## src/rtl/nco_mc_pkg.sv

```systemverilog
// Shared types and constants for the multi-channel quarter-wave NCO.
// Also holds the elaboration-time quarter-wave sine table generator.
package nco_mc_pkg;

    localparam int NCO_LAT = 4;

    // x^16 + x^14 + x^13 + x^11 + 1, shifted left with feedback into bit 0
    localparam logic [15:0] LFSR_TAPS = 16'hB400;
    localparam logic [15:0] LFSR_SEED = 16'hACE1;

    typedef enum logic [1:0] {Q0, Q1, Q2, Q3} quad_e;

    function automatic int clog2(input int n);
        int w;
        w = 1;
        while ((1 << w) < n) w++;
        return w;
    endfunction

    // round((2^(mpr-1)-1) * sin(pi/2 * (k+0.5) / 2^raw)), Q30 Taylor series
    function automatic logic [31:0] qw_entry(input int k, input int raw, input int mpr);
        longint pi_q30;
        longint x;
        longint term;
        longint sum;
        longint amp;
        pi_q30 = 64'sd3373259426;
        x      = (pi_q30 * longint'(2 * k + 1)) >>> (raw + 2);
        sum    = x;
        term   = x;
        for (int n = 1; n <= 8; n++) begin
            term = (term * x) >>> 30;
            term = (term * x) >>> 30;
            term = -term / longint'((2 * n) * (2 * n + 1));
            sum  = sum + term;
        end
        amp = longint'((1 << (mpr - 1)) - 1);
        return 32'((sum * amp + (64'sd1 <<< 29)) >>> 30);
    endfunction

endpackage

```

## src/rtl/nco_qw_rom.sv

```systemverilog
// Quarter-wave sine ROM with two registered read ports; contents follow the
// ROM_FILE formula and are generated at elaboration so no external file is needed.
module nco_qw_rom
    import nco_mc_pkg::*;
#(
    parameter int RAW      = 8,
    parameter int MPR      = 10,
    parameter     ROM_FILE = "nco_qw_sin.hex"
) (
    input  logic           clk,
    input  logic           en,
    input  logic [RAW-1:0] addr_a,
    input  logic [RAW-1:0] addr_b,
    output logic [MPR-2:0] data_a,
    output logic [MPR-2:0] data_b
);

    localparam int DEPTH = 1 << RAW;

    logic [MPR-2:0] tbl [DEPTH];

    for (genvar k = 0; k < DEPTH; k++) begin : g_tbl
        localparam logic [31:0] V = qw_entry(k, RAW, MPR);
        assign tbl[k] = V[MPR-2:0];
    end

    always_ff @(posedge clk) begin
        if (en) begin
            data_a <= tbl[addr_a];
            data_b <= tbl[addr_b];
        end
    end

endmodule

```

## src/rtl/nco_mc_qw.sv

```systemverilog
// Time-multiplexed NCH-channel sine/cosine NCO sharing one quarter-wave ROM pipeline.
// Optional phase dither LFSR is built when NCO_DITHER_EN is defined.
module nco_mc_qw
    import nco_mc_pkg::*;
#(
    parameter int NCH      = 4,
    parameter int APR      = 32,
    parameter int RAW      = 8,
    parameter int MPR      = 10,
    parameter     ROM_FILE = "nco_qw_sin.hex"
) (
    input  logic                    clk,
    input  logic                    reset,
    input  logic                    clken,
    input  logic                    cfg_we_i,
    input  logic [clog2(NCH)-1:0]   cfg_ch_i,
    input  logic [APR-1:0]          cfg_inc_i,
    input  logic [APR-1:0]          cfg_ofs_i,
    output logic                    cfg_rdy_o,
    output logic signed [MPR-1:0]   fsin_o,
    output logic signed [MPR-1:0]   fcos_o,
    output logic [clog2(NCH)-1:0]   ch_o,
    output logic                    out_valid
);

    localparam int SW = clog2(NCH);
    localparam int L  = APR - 2 - RAW;

    logic [SW-1:0]  slot;
    logic           frame_end;
    logic [APR-1:0] acc   [NCH];
    logic [APR-1:0] inc_r [NCH];
    logic [APR-1:0] ofs_r [NCH];

    logic           pend;
    logic           rdy;
    logic [SW-1:0]  pend_ch;
    logic [APR-1:0] pend_inc;
    logic [APR-1:0] pend_ofs;
    logic           accept;
    logic           commit;

    logic [APR-1:0] ph1;
    logic [APR-1:0] ofs1;
    logic [SW-1:0]  ch1, ch2, ch3;
    logic           v1, v2, v3;
    logic [RAW+1:0] idx;
    quad_e          q2, q3;
    logic [RAW-1:0] a2;
    logic [MPR-2:0] ra, rb;
    logic signed [MPR-1:0] sin_n, cos_n;

    assign frame_end = (slot == SW'(NCH - 1));

    // Config handshake: a write is taken when cfg_we_i & cfg_rdy_o & clken. It
    // stays pending (rdy low) until the frame-end cycle, where inc/ofs of the
    // target channel are committed; rdy rises one enabled cycle after commit.
    assign accept    = cfg_we_i & rdy;
    assign commit    = pend & frame_end;
    assign cfg_rdy_o = rdy;

    always_ff @(posedge clk) begin
        if (reset) begin
            slot     <= '0;
            pend     <= 1'b0;
            rdy      <= 1'b1;
            pend_ch  <= '0;
            pend_inc <= '0;
            pend_ofs <= '0;
            for (int c = 0; c < NCH; c++) begin
                acc[c]   <= '0;
                inc_r[c] <= '0;
                ofs_r[c] <= '0;
            end
        end else if (clken) begin
            slot      <= frame_end ? '0 : slot + 1'b1;
            acc[slot] <= acc[slot] + inc_r[slot];
            if (accept) begin
                pend     <= 1'b1;
                rdy      <= 1'b0;
                pend_ch  <= cfg_ch_i;
                pend_inc <= cfg_inc_i;
                pend_ofs <= cfg_ofs_i;
            end else if (commit) begin
                pend           <= 1'b0;
                inc_r[pend_ch] <= pend_inc;
                ofs_r[pend_ch] <= pend_ofs;
            end else begin
                rdy <= ~pend;
            end
        end
    end

    // Carry out of the discarded phase bits is formed by comparison so that
    // only the kept RAW+2 bits of the sum are ever built.
`ifdef NCO_DITHER_EN
    localparam int DW = (L > 16) ? 16 : L;

    logic [15:0]  lfsr;
    logic [L-1:0] dith;
    logic [L-1:0] lo1;
    logic         cy1, cy2;

    always_ff @(posedge clk) begin
        if (reset) begin
            lfsr <= LFSR_SEED;
        end else if (clken) begin
            lfsr <= {lfsr[14:0], ^(lfsr & LFSR_TAPS)};
        end
    end

    always_comb begin
        dith = L'(lfsr[15 -: DW]) << (L - DW);
        lo1  = ph1[L-1:0] + ofs1[L-1:0];
        cy1  = ofs1[L-1:0] > ~ph1[L-1:0];
        cy2  = dith > ~lo1;
        idx  = ph1[APR-1:L] + ofs1[APR-1:L] + (RAW+2)'(cy1) + (RAW+2)'(cy2);
    end
`else
    logic cy_lo;

    always_comb begin
        cy_lo = ofs1[L-1:0] > ~ph1[L-1:0];
        idx   = ph1[APR-1:L] + ofs1[APR-1:L] + (RAW+2)'(cy_lo);
    end
`endif

    always_ff @(posedge clk) begin
        if (reset) begin
            ph1       <= '0;
            ofs1      <= '0;
            ch1       <= '0;
            ch2       <= '0;
            ch3       <= '0;
            v1        <= 1'b0;
            v2        <= 1'b0;
            v3        <= 1'b0;
            q2        <= Q0;
            q3        <= Q0;
            a2        <= '0;
            fsin_o    <= '0;
            fcos_o    <= '0;
            ch_o      <= '0;
            out_valid <= 1'b0;
        end else if (clken) begin
            ph1  <= acc[slot];
            ofs1 <= ofs_r[slot];
            ch1  <= slot;
            v1   <= 1'b1;
            q2   <= quad_e'(idx[RAW+1:RAW]);
            a2   <= idx[RAW-1:0];
            ch2  <= ch1;
            v2   <= v1;
            q3   <= q2;
            ch3  <= ch2;
            v3   <= v2;
            if (v3) begin
                fsin_o <= sin_n;
                fcos_o <= cos_n;
                ch_o   <= ch3;
            end
            out_valid <= v3;
        end
    end

    nco_qw_rom #(
        .RAW      (RAW),
        .MPR      (MPR),
        .ROM_FILE (ROM_FILE)
    ) u_rom (
        .clk    (clk),
        .en     (clken),
        .addr_a (a2),
        .addr_b (~a2),
        .data_a (ra),
        .data_b (rb)
    );

    always_comb begin
        logic signed [MPR-1:0] pa;
        logic signed [MPR-1:0] pb;
        pa    = $signed({1'b0, ra});
        pb    = $signed({1'b0, rb});
        sin_n = pa;
        cos_n = pb;
        unique case (q3)
            Q0: begin sin_n =  pa; cos_n =  pb; end
            Q1: begin sin_n =  pb; cos_n = -pa; end
            Q2: begin sin_n = -pa; cos_n = -pb; end
            Q3: begin sin_n = -pb; cos_n =  pa; end
            default: begin sin_n = pa; cos_n = pb; end
        endcase
    end

endmodule

```

## config.mk

```make
export PLATFORM = sky130hd
export DESIGN_NAME = nco_mc_qw
export DESIGN_NICKNAME = d
export VERILOG_FILES = /design/src/rtl/nco_mc_pkg.sv /design/src/rtl/nco_qw_rom.sv /design/src/rtl/nco_mc_qw.sv
export SDC_FILE = /design/constraint.sdc
export NUM_CORES = 1
export LEC_CHECK = 0
export CORE_AREA = 5 5 330 332
export DETAILED_ROUTE_END_ITERATION = 12
export DIE_AREA = 0 0 335 337
export GPL_TIMING_DRIVEN = 0
export PLACE_DENSITY_LB_ADDON = 0.15
export SYNTH_ARGS = -nofsm -noshare
export SYNTH_HDL_FRONTEND = slang
export SYNTH_SLANG_ARGS = --single-unit
```

## constraint.sdc

```tcl
create_clock -name clk -period 3.6 [get_ports clk]
set_input_delay 0.72 -clock clk [delete_from_list [all_inputs] [get_ports clk]]
set_output_delay 0.72 -clock clk [all_outputs]
set_load 0.02 [all_outputs]
```

# Word level (Yosys, flattened, before mapping)
# Memories as Yosys holds them, arrays and structs flattened. A register that Yosys moved wholly into a read port is not among the register bits.
# Cells that the tools add are included.
# totals
rom_bits	4608
mem_bits_rw	384
register_bits	146
n_memories	5
input_bits	70
# memory_table
name	words	word_bits	rd	rd_clocked_by_memory_dff	wr	line	text
(no name shown)	256	9	1	1	0	nco_qw_rom.sv:30	data_b <= tbl[addr_b];
(no name shown)	256	9	1	1	0	nco_qw_rom.sv:29	data_a <= tbl[addr_a];
acc	4	32	1	1	4	nco_mc_qw.sv:31	logic [APR-1:0] acc [NCH];
inc_r	4	32	1	1	4	nco_mc_qw.sv:32	logic [APR-1:0] inc_r [NCH];
ofs_r	4	32	1	1	4	nco_mc_qw.sv:33	logic [APR-1:0] ofs_r [NCH];
# op_classes
reduce_logical	9
n_lt_le_gt_ge	1
add_sub_neg	6
bitwise_logic	7
muxes	30
n_eq_ne	5
# op_table
cell	count
32-bit two-way mux	3
32-bit OR reduction	3
10-bit case mux with 4 select lines	2
32-bit adder	1
22-bit greater-than comparator	1
22-bit NOT	1
9-bit negator with 10-bit output	2
8-bit NOT with 9-bit output	2
1-bit two-way mux	17
2-bit two-way mux	8
10-bit by 1-bit adder with 10-bit output	1
10-bit adder	1
8-bit NOT	1
2-bit AND reduction	4
2-bit equality test (second input constant)	3
2-bit by 1-bit adder with 2-bit output (second input constant)	1
1-bit bitwise AND	2
2-bit by 1-bit equality test with 1-bit output (second input constant)	1
2-bit logical NOT	1
2-bit inequality test (second input constant)	1
2-bit nonzero test	1
1-bit NOT	1

# Logic depth before layout (Yosys ltp)
# Gate-level depths: netlist of run 1.
# logic_depth
depth_word	9
ltp_mapped	18
ltp_nobuf	18

# Hierarchy
# Synthesis of run 1 repeated with hierarchy kept, for this count alone.
# hier_totals
hier_cells	2835
hier_area_um2	31007.2
# by_module_without_submodules
mod	area_each_um2	instances	cells_per_inst
nco_mc_qw	25858.6	1	2122
nco_qw_rom	5148.7	1	713

# Worst setup path before layout of run 1
# Ideal clock, no wire load.
# synth_path
path_type	flip-flop to flip-flop
start	register (tool-made name)
end	memory acc[1][26] (data pin)
setup_slack_ps	-206
required_ps	3335
t_arrival_ps	3541
path_stages_with_launch	13
cell_sequence	dfxtp_1 > buf_2 > buf_2 > buf_2 > mux4_2 > fa_1 > a21o_1 > a31o_2 > nand3_1 > nand3b_1 > a2111oi_2 > xor2_1 > nor2_1
# synth_lines
element	line
end: declaration	nco_mc_qw.sv:31

# Worst setup path after layout of run 1
# layout_path
start	register ofs1[7] (read register of ofs_r)
end	register q2[0]
# layout_via
elab_chain_cells	2
# layout_rtl
element	line	text
start: declaration	nco_mc_qw.sv:44	logic [APR-1:0] ofs1;
22-bit greater-than comparator	nco_mc_qw.sv:123	cy_lo = ofs1[L-1:0] > ~ph1[L-1:0];
10-bit by 1-bit adder with 10-bit output	nco_mc_qw.sv:124	idx = ph1[APR-1:L] + ofs1[APR-1:L] + (RAW+2)'(cy_lo);
end signal: assignment	nco_mc_qw.sv:150	q2 <= quad_e'(idx[RAW+1:RAW]);
end: declaration	nco_mc_qw.sv:48	quad_e q2, q3;
# Every way passes these cells.
# A chain may end at the register's enable or synchronous reset.

==> results of run 1 <==
[Yosys cell counts, drive strengths merged (10+ instances only)]
| library cell | count | share of area |
|---|---|---|
| a211oi | 33 | 0.0081 |
| a21o | 23 | 0.0057 |
| a21oi | 222 | 0.037 |
| a221oi | 10 | 0.0029 |
| a31oi | 24 | 0.0051 |
| and2 | 264 | 0.054 |
| buf | 70 | 0.011 |
| clkbuf | 152 | 0.021 |
| dfxtp | 180 | 0.12 |
| edfxtp | 402 | 0.40 |
| ha | 77 | 0.032 |
| inv | 40 | 0.0049 |
| mux2i | 91 | 0.030 |
| mux4 | 109 | 0.081 |
| nand2 | 297 | 0.037 |
| nand2b | 37 | 0.0076 |
| nand3 | 43 | 0.0071 |
| nand4 | 12 | 0.0025 |
| nor2 | 335 | 0.041 |
| nor2b | 17 | 0.0035 |
| nor3 | 36 | 0.0067 |
| o211ai | 25 | 0.0062 |
| o21ai | 133 | 0.022 |
| o221ai | 11 | 0.0034 |
| o22ai | 15 | 0.0031 |
| o31ai | 11 | 0.0029 |
| or2 | 11 | 0.0023 |
| or3 | 13 | 0.0027 |
| xnor2 | 20 | 0.0058 |
| xor2 | 19 | 0.0055 |
[registers in the layout (all words and copies together) (netlist names), 2 cells and up, named ones only]
name,flops
ch3,2
fcos_o,10
ph1,32
slot,2
ch_o,2
q3,2
fsin_o,10
ofs_r,128
u_rom.data_b,9
a2,8
u_rom.data_a,9
pend_ch,2
pend_ofs,32
acc,128
inc_r,128
ch1,2
ofs1,32
ch2,2
pend_inc,32
q2,2
[cell families after synthesis]
family,synth area share
and+or+nand+nor,0.172
muxes,0.112
AOI/OAI and AO/OA,0.119
buffers and inverters,0.0369
DFF,0.515
adders and majority gates,0.0336
xor gates and xnor gates,0.0112
[layer usage]
| metal | share of wire | up-vias |
|---|---|---|
| li1 | - | 10800 |
| met1 | 0.42 | 11900 |
| met2 | 0.48 | 835 |
| met3 | 0.045 | 285 |
| met4 | 0.056 | 0 |
| met5 | 0 | - |
[power breakdown]
| part | internal, uW | switching (uW) | leakage, uW | total (uW) |
|---|---|---|---|---|
| Sequential | 7520 | 203 | 0.00561 | 7720 |
| Combinational | 1390 | 2410 | 0.00671 | 3810 |
| Clock | 4080 | 2820 | 0.00107 | 6910 |
[cell usage in the layout, fill, tap and decap left out, drive strengths merged, types with 77 or more instances in the layout]
master | Yosys | routed
edfxtp | 402 | 402
clkbuf | 152 | 232
a21oi | 222 | 222
buf | 70 | 130
ha | 77 | 77
dfxtp | 180 | 180
and2 | 264 | 264
o21ai | 133 | 133
clkdlybuf4s50 | 0 | 91
mux4 | 109 | 109
mux2i | 91 | 91
nor2 | 335 | 335
nand2 | 297 | 297
[per-stage QoR]
step	area (um2)	cells
after floorplan	30500	2849
after global placement	33100	4344
after detailed placement	33300	4351
after CTS	36200	4497
after global routing	36800	4519
final	36800	4521
[timing repair]
action                     in CTS  in global routing
setup endpoints to repair     644                173
gates resized for setup       128                 97
gates cloned                    1                  1
pin swaps                      34                 45
buffers inserted               33                 23
[worst register-to-register path, delay by kind of cell (launching register included)]
kind / cells / cell delay, ps
multiplexers: 1 / 120
flip-flops: 1 / 360
AND/OR/NAND/NOR: 1 / 100
AO/OA/AOI/OAI: 11 / 1860
adder cells (fa/ha/maj): 3 / 1020
XOR/XNOR: 1 / 220
[how the worst min path moves through the flow]
stage	startpoint	end	slack (ps)	depth (start not counted)
after CTS	fsin_o[5]	fsin_o[5]	460	2
after global placement	fcos_o[3]	fcos_o[3]	450	2
final	fsin_o[5]	fsin_o[5]	450	2
after floorplan	ch3[0]	ch_o[0]	430	2
after detailed placement	fsin_o[5]	fsin_o[5]	450	2
after global routing	fcos_o[3]	fcos_o[3]	460	2
[layout make-up]
cell class              instances  area (um2)  share of cell area
diodes                          2        5.00            0.000136
clock buffers                  91        1860              0.0506
multi-input cells            2004       14300               0.389
flip-flops and latches        582       15700               0.426
well taps                    1403        1760              0.0477
clock inverters                32         343             0.00932
plain buffers                 214        1130              0.0307
repair buffers                152        1540              0.0420
inverters                      41         159             0.00432
==> results.tsv, run 1 <==
stage	metric	value	unit
die	die-area	113000	um2
power_and_ir_drop	powerDensity	501	nW/um2
final_layout	post-route-util	0.347	
logic_synthesis	syn_inst	2849	
clock_tree	cts_buffer_depth	3	
timing	fin_hold_ws	452	ps
clock_tree	cts_made_buffers	69	
logic_synthesis	ys_async_sr_fraction	0	
power_and_ir_drop	p_leak	0.0134	uW
logic_synthesis	synth_seq_cells	582	
setup_path	crit_type	reg2reg	
setup_path	r2r_end	q2[0]	
logic_synthesis	synth_area_per_cell	10.7	um2
global_routing	grt.busiest_layer	met2	
clock_tree	clock_latency	630	ps
logic_synthesis	synth_edf_count	402	
clock_tree	cts_hold_buf	0	
logic_synthesis	synth_flop_cell	edfxtp_1	
place	hpwl	86600	um
routing	drcViolationCount	0	
job	drv_cap	0	
global_routing	met2_usage	0.358	
routing	vias_per_cell	5.27	
timing	finalSetupTns	-207	ps
setup_path	r2r_setup_slack	-150	ps
setup_path	end_kind	flip-flop	
global_routing	gr-usage-met3	0.0263	
place	dp_slack	-1930	ps
timing	fin_ws	-148	ps
timing	fin_crit	3750	ps
clock_tree	cts.clk_slew.worst_paths	60	ps
timing	tightest_slew	1310	ps
timing	rsz0062_at_grt	yes	
logic_synthesis	synth_area	30400	um2
die	design.portCount	94	
final_layout	drive_gt1_frac	0.156	
die	fp.dieH	337	um
global_routing	use_met1	0.265	
place	port_buffers	92	
setup_path	timing.rr.start	ofs1[7]	
global_routing	grt_overflow	0	
power_and_ir_drop	finalPower	18400	uW
timing	timing.fmax	0.267	GHz
clock_tree	cts_tree	yes	
final_layout	n_fill_cell	10800	
die	coreArea	106000	um2
min_path	hold_class	reg2reg	
setup_path	critPathTopFamily	compound AO/OA/AOI/OAI gates	
place	gp_congestion	0.931	
logic_synthesis	synth_cell_type_count	83	
routing	drt_wl_total	121000	um
logic_synthesis	ys_seq_area_frac	0.515	
final_layout	area_delta_synth_final	20.9	%
power_and_ir_drop	vdd_drop_max	0.000266	V
timing	period_share	1.04	
timing	hold_viol	0	
die	rows	120	
routing	drt_pass1_iterations	5	
setup_path	slowest_stage	fa_2	
setup_path	crit_arrival	4300	ps
logic_synthesis	syn_nets	2999	
global_routing	grt_pass1_vias	24500	
die	start_util	0.287	
setup_path	critPathMaxFanout	2	
setup_path	cp_num_buf_inv	0	
status	status	complete, but fails checks	
logic_synthesis	ys_warn_count	0	
routing	dr.first_iter.drc_count	2172	
clock_tree	cts_sinks	582	
setup_path	worstPathRequired	4150	ps
setup_path	worst_setup_path_start_kind	flip-flop	
final_layout	nets	3214	
routing	via_count	23800	
global_routing	track_usage	0.210	
setup_path	cp.depth	17	
die	fp.dieW	335	um
global_routing	grt_pass1_wl	173000	um
status	violations	negative setup slack	
routing	detail-route-antenna-nets	0	
clock_tree	htree_levels	3	
setup_path	r2r_cells	17	
setup_path	crit_path_end	q2[0]	
timing	setup_violations	3	
setup_path	crit_chain	ha_4, a21o_1, a21o_1, a21o_1, a211oi_2, o21ai_1, a221oi_2, a41oi_2, fa_2, fa_2, a21o_1, a21oi_2, o21ai_2, o41ai_2, xnor2_1, mux2i_1, nor2_1	
setup_path	cp_slowest_stage_delay	420	ps
timing	slew-limit-headroom	0.125	
routing	routedWlPerCell	26.8	um
timing	slew_viol_final	0	
setup_path	cp_common_cell	a21o_1	
global_routing	antenna_found_initial	1	
global_routing	grt_max_degree	48	
setup_path	crit_start	ofs1[7]	
timing	fin_skew	27.2	ps
clock_tree	root_buffer	clkbuf_16	
Power figures use the tool's default switching activity.
==> run 2, diff against run 1 <==
--- a/config.mk
+++ b/config.mk
@@ -5,11 +5,12 @@
 export SDC_FILE = /design/constraint.sdc
 export NUM_CORES = 1
 export LEC_CHECK = 0
-export CORE_AREA = 5 5 330 332
+export CORE_AREA = 5 5 242 244
 export DETAILED_ROUTE_END_ITERATION = 12
-export DIE_AREA = 0 0 335 337
+export DIE_AREA = 0 0 247 249
 export GPL_TIMING_DRIVEN = 0
 export PLACE_DENSITY_LB_ADDON = 0.15
+export SETUP_SLACK_MARGIN = 0.05
 export SYNTH_ARGS = -nofsm -noshare
 export SYNTH_HDL_FRONTEND = slang
 export SYNTH_SLANG_ARGS = --single-unit
==> run 2 against run 1 <==
  * The flow finishes with violations (max-capacitance violations, max-slew violations, negative setup slack)
  * Power shrank 4.1%
  * Flip-flop and latch count is the same
  * Count of clock-buffer cells in the layout shrank 9
  * Critical path depth is the same
==> results.tsv, run 2 (synthesis gave the netlist of run 1 again) <==
stage	metric	value	unit
setup_path	critPathTopFamily	compound AO/OA/AOI/OAI gates	
final_layout	drive_gt1_frac	0.150	
routing	routedWlPerCell	29.5	um
die	fp.dieW	247	um
clock_tree	root_buffer	clkbuf_16	
place	port_buffers	92	
power_and_ir_drop	comb_power_share	0.212	
timing	fin_crit	3870	ps
global_routing	grt_pass1_vias	24800	
timing	timing.fmax	0.258	GHz
power_and_ir_drop	powerDensity	497	nW/um2
global_routing	track_usage	0.354	
die	fp.dieH	249	um
power_and_ir_drop	swShare	0.298	
place	dp_slack	-2010	ps
timing	period_share	1.08	
die	start_util	0.543	
setup_path	slowest_stage	fa_2	
clock_tree	cts_buffer_depth	3	
timing	setup_violations	8	
timing	slew_viol_final	11	
die	rows	87	
clock_tree	cts.clk_slew.worst_paths	60	ps
setup_path	crit_chain	ha_4, a21o_1, a21o_1, a21o_1, a211oi_2, o21ai_2, a221oi_2, a41oi_2, fa_2, fa_2, a21o_1, a21oi_2, o21ai_2, o41ai_2, xnor2_1, mux2i_1, nor2_1	
global_routing	grt_pass1_wl	163000	um
setup_path	cp_num_buf_inv	0	
clock_tree	cts_tree	yes	
final_layout	top_regs	acc (128), inc_r (128), ofs_r (128)	
setup_path	end_kind	flip-flop	
status	violations	max-capacitance violations, max-slew violations, negative setup slack	
routing	dr.first_iter.drc_count	3858	
setup_path	crit_type	reg2reg	
final_layout	final_common_cell	edfxtp_1	
timing	rsz0062_at_grt	yes	
power_and_ir_drop	intPower	12400	uW
place	hpwl	79000	um
min_path	hold_class	reg2reg	
power_and_ir_drop	seq_power_share	0.437	
setup_path	critPathMaxFanout	2	
global_routing	grt_max_degree	42	
power_and_ir_drop	vdd_drop_max	0.000497	V
timing	slew-limit-headroom	-0.0340	
die	die-area	61500	um2
final_layout	area_delta_synth_final	16.8	%
clock_tree	htree_levels	2	
clock_tree	clock_latency	650	ps
die	coreArea	56100	um2
global_routing	antenna_found_initial	5	
clock_tree	cts_sinks	582	
setup_path	crit_arrival	4450	ps
setup_path	cp_common_cell	a21o_1	
timing	fin_ws	-272	ps
die	design.portCount	94	
routing	drt_wl_total	113000	um
clock_tree	cts_made_buffers	56	
final_layout	final-seq-area	15700	um2
routing	drt_pass1_iterations	7	
power_and_ir_drop	clock_power_share	0.351	
timing	fin_skew	50.4	ps
timing	tightest_slew	1550	ps
routing	drcViolationCount	0	
power_and_ir_drop	power_switching	5260	uW
status	status	complete, but fails checks	
setup_path	worst_setup_path_start_kind	flip-flop	
routing	detail-route-antenna-nets	0	
global_routing	grt_overflow	0	
routing	via_count	25200	
power_and_ir_drop	finalPower	17700	uW
routing	vias_per_cell	6.56	
setup_path	worstPathRequired	4180	ps
final_layout	multi_input_area	14200	um2
setup_path	cp_slowest_stage_delay	450	ps
job	drv_cap	1	
timing	hold_viol	0	
clock_tree	cts_hold_buf	0	
final_layout	nets	3188	
place	gp_congestion	1.05	
power_and_ir_drop	p_leak	0.0132	uW
final_layout	n_fill_cell	4330	
final_layout	mostFrequentLayoutCells	edfxtp_1 (402), nor2_1 (328), nand2_1 (294)	
## run 2: cell types whose count changed in the layout (fill, tap and decap cells not counted), sizes merged
cell           change
buf               -15
bufinv             -2
clkinv             -4
or2                +2
clkdlybuf4s15      -1
clkdlybuf4s18      -1
inv                -2
bufbuf             -1
clkbuf             -6
## run 2: routing by layer
metal  wire, um  part of all wire  vias up  track usage
li1           -                 -    10700            -
met1      45100              0.40    12500        0.512
met2      50000              0.44     1690        0.533
met3      13300              0.12      338       0.0809
met4       4920             0.043        2        0.120
met5          9          0.000079        -            0
## run 2: worst paths after layout
| kind | from | end | slack (ps) | depth (start not counted) |
|---|---|---|---|---|
| max | ofs1[7] | q2[0] | -270 | 17 |
| min | fsin_o[6] | fsin_o[6] | 460 | 2 |
| max reg2reg | ofs1[7] | q2[0] | -270 | 17 |
| min reg2reg | fsin_o[6] | fsin_o[6] | 460 | 2 |
## run 2: tightest hold or removal path, delay by kind of cell, from the launching register on
family | cells | cell delay, ps
and+or+nand+nor | 1 | 50
AOI/OAI and AO/OA | 1 | 50
DFF | 1 | 310
## run 2: final cells by class
class,count,share of cell area
flip-flops and latches,582,0.441
multi-input cells,2006,0.401
clock buffers,82,0.0473
repair buffers,138,0.0405
plain buffers,213,0.0312
well taps,756,0.0266
clock inverters,24,0.00771
inverters,41,0.00447
diodes,2,0.000141
## run 2: timing repair
item	CTS	global route
setup buffers	23	15
endpoints found under the hold margin	0	0
resized for setup	107	105
cloned	1	2
endpoints found under the setup margin	648	188
pin swaps	25	47
## run 2: per-stage QoR
stage / std cells / util / hold slack (ps) / setup TNS, ps / instance area [um2]
floorplan: 2849 / - / 431 / 0 / 30500
global placement: 3697 / 0.577 / 445 / -1022000 / 32300
detailed placement: 3704 / 0.580 / 453 / -775840 / 32500
CTS: 3826 / 0.625 / 461 / -429 / 35000
global route: 3842 / 0.634 / 487 / -995 / 35500
finish: 3844 / 0.634 / 457 / -642 / 35600
## run 2: power by group through the flow
stage	Combinational (uW)	Clock, uW	Sequential [uW]
floorplan	2060	0	7770
global placement	3160	0	7840
detailed placement	3220	0	7850
CTS	3400	6200	7720
global route	3910	6500	7750
finish	3750	6200	7730
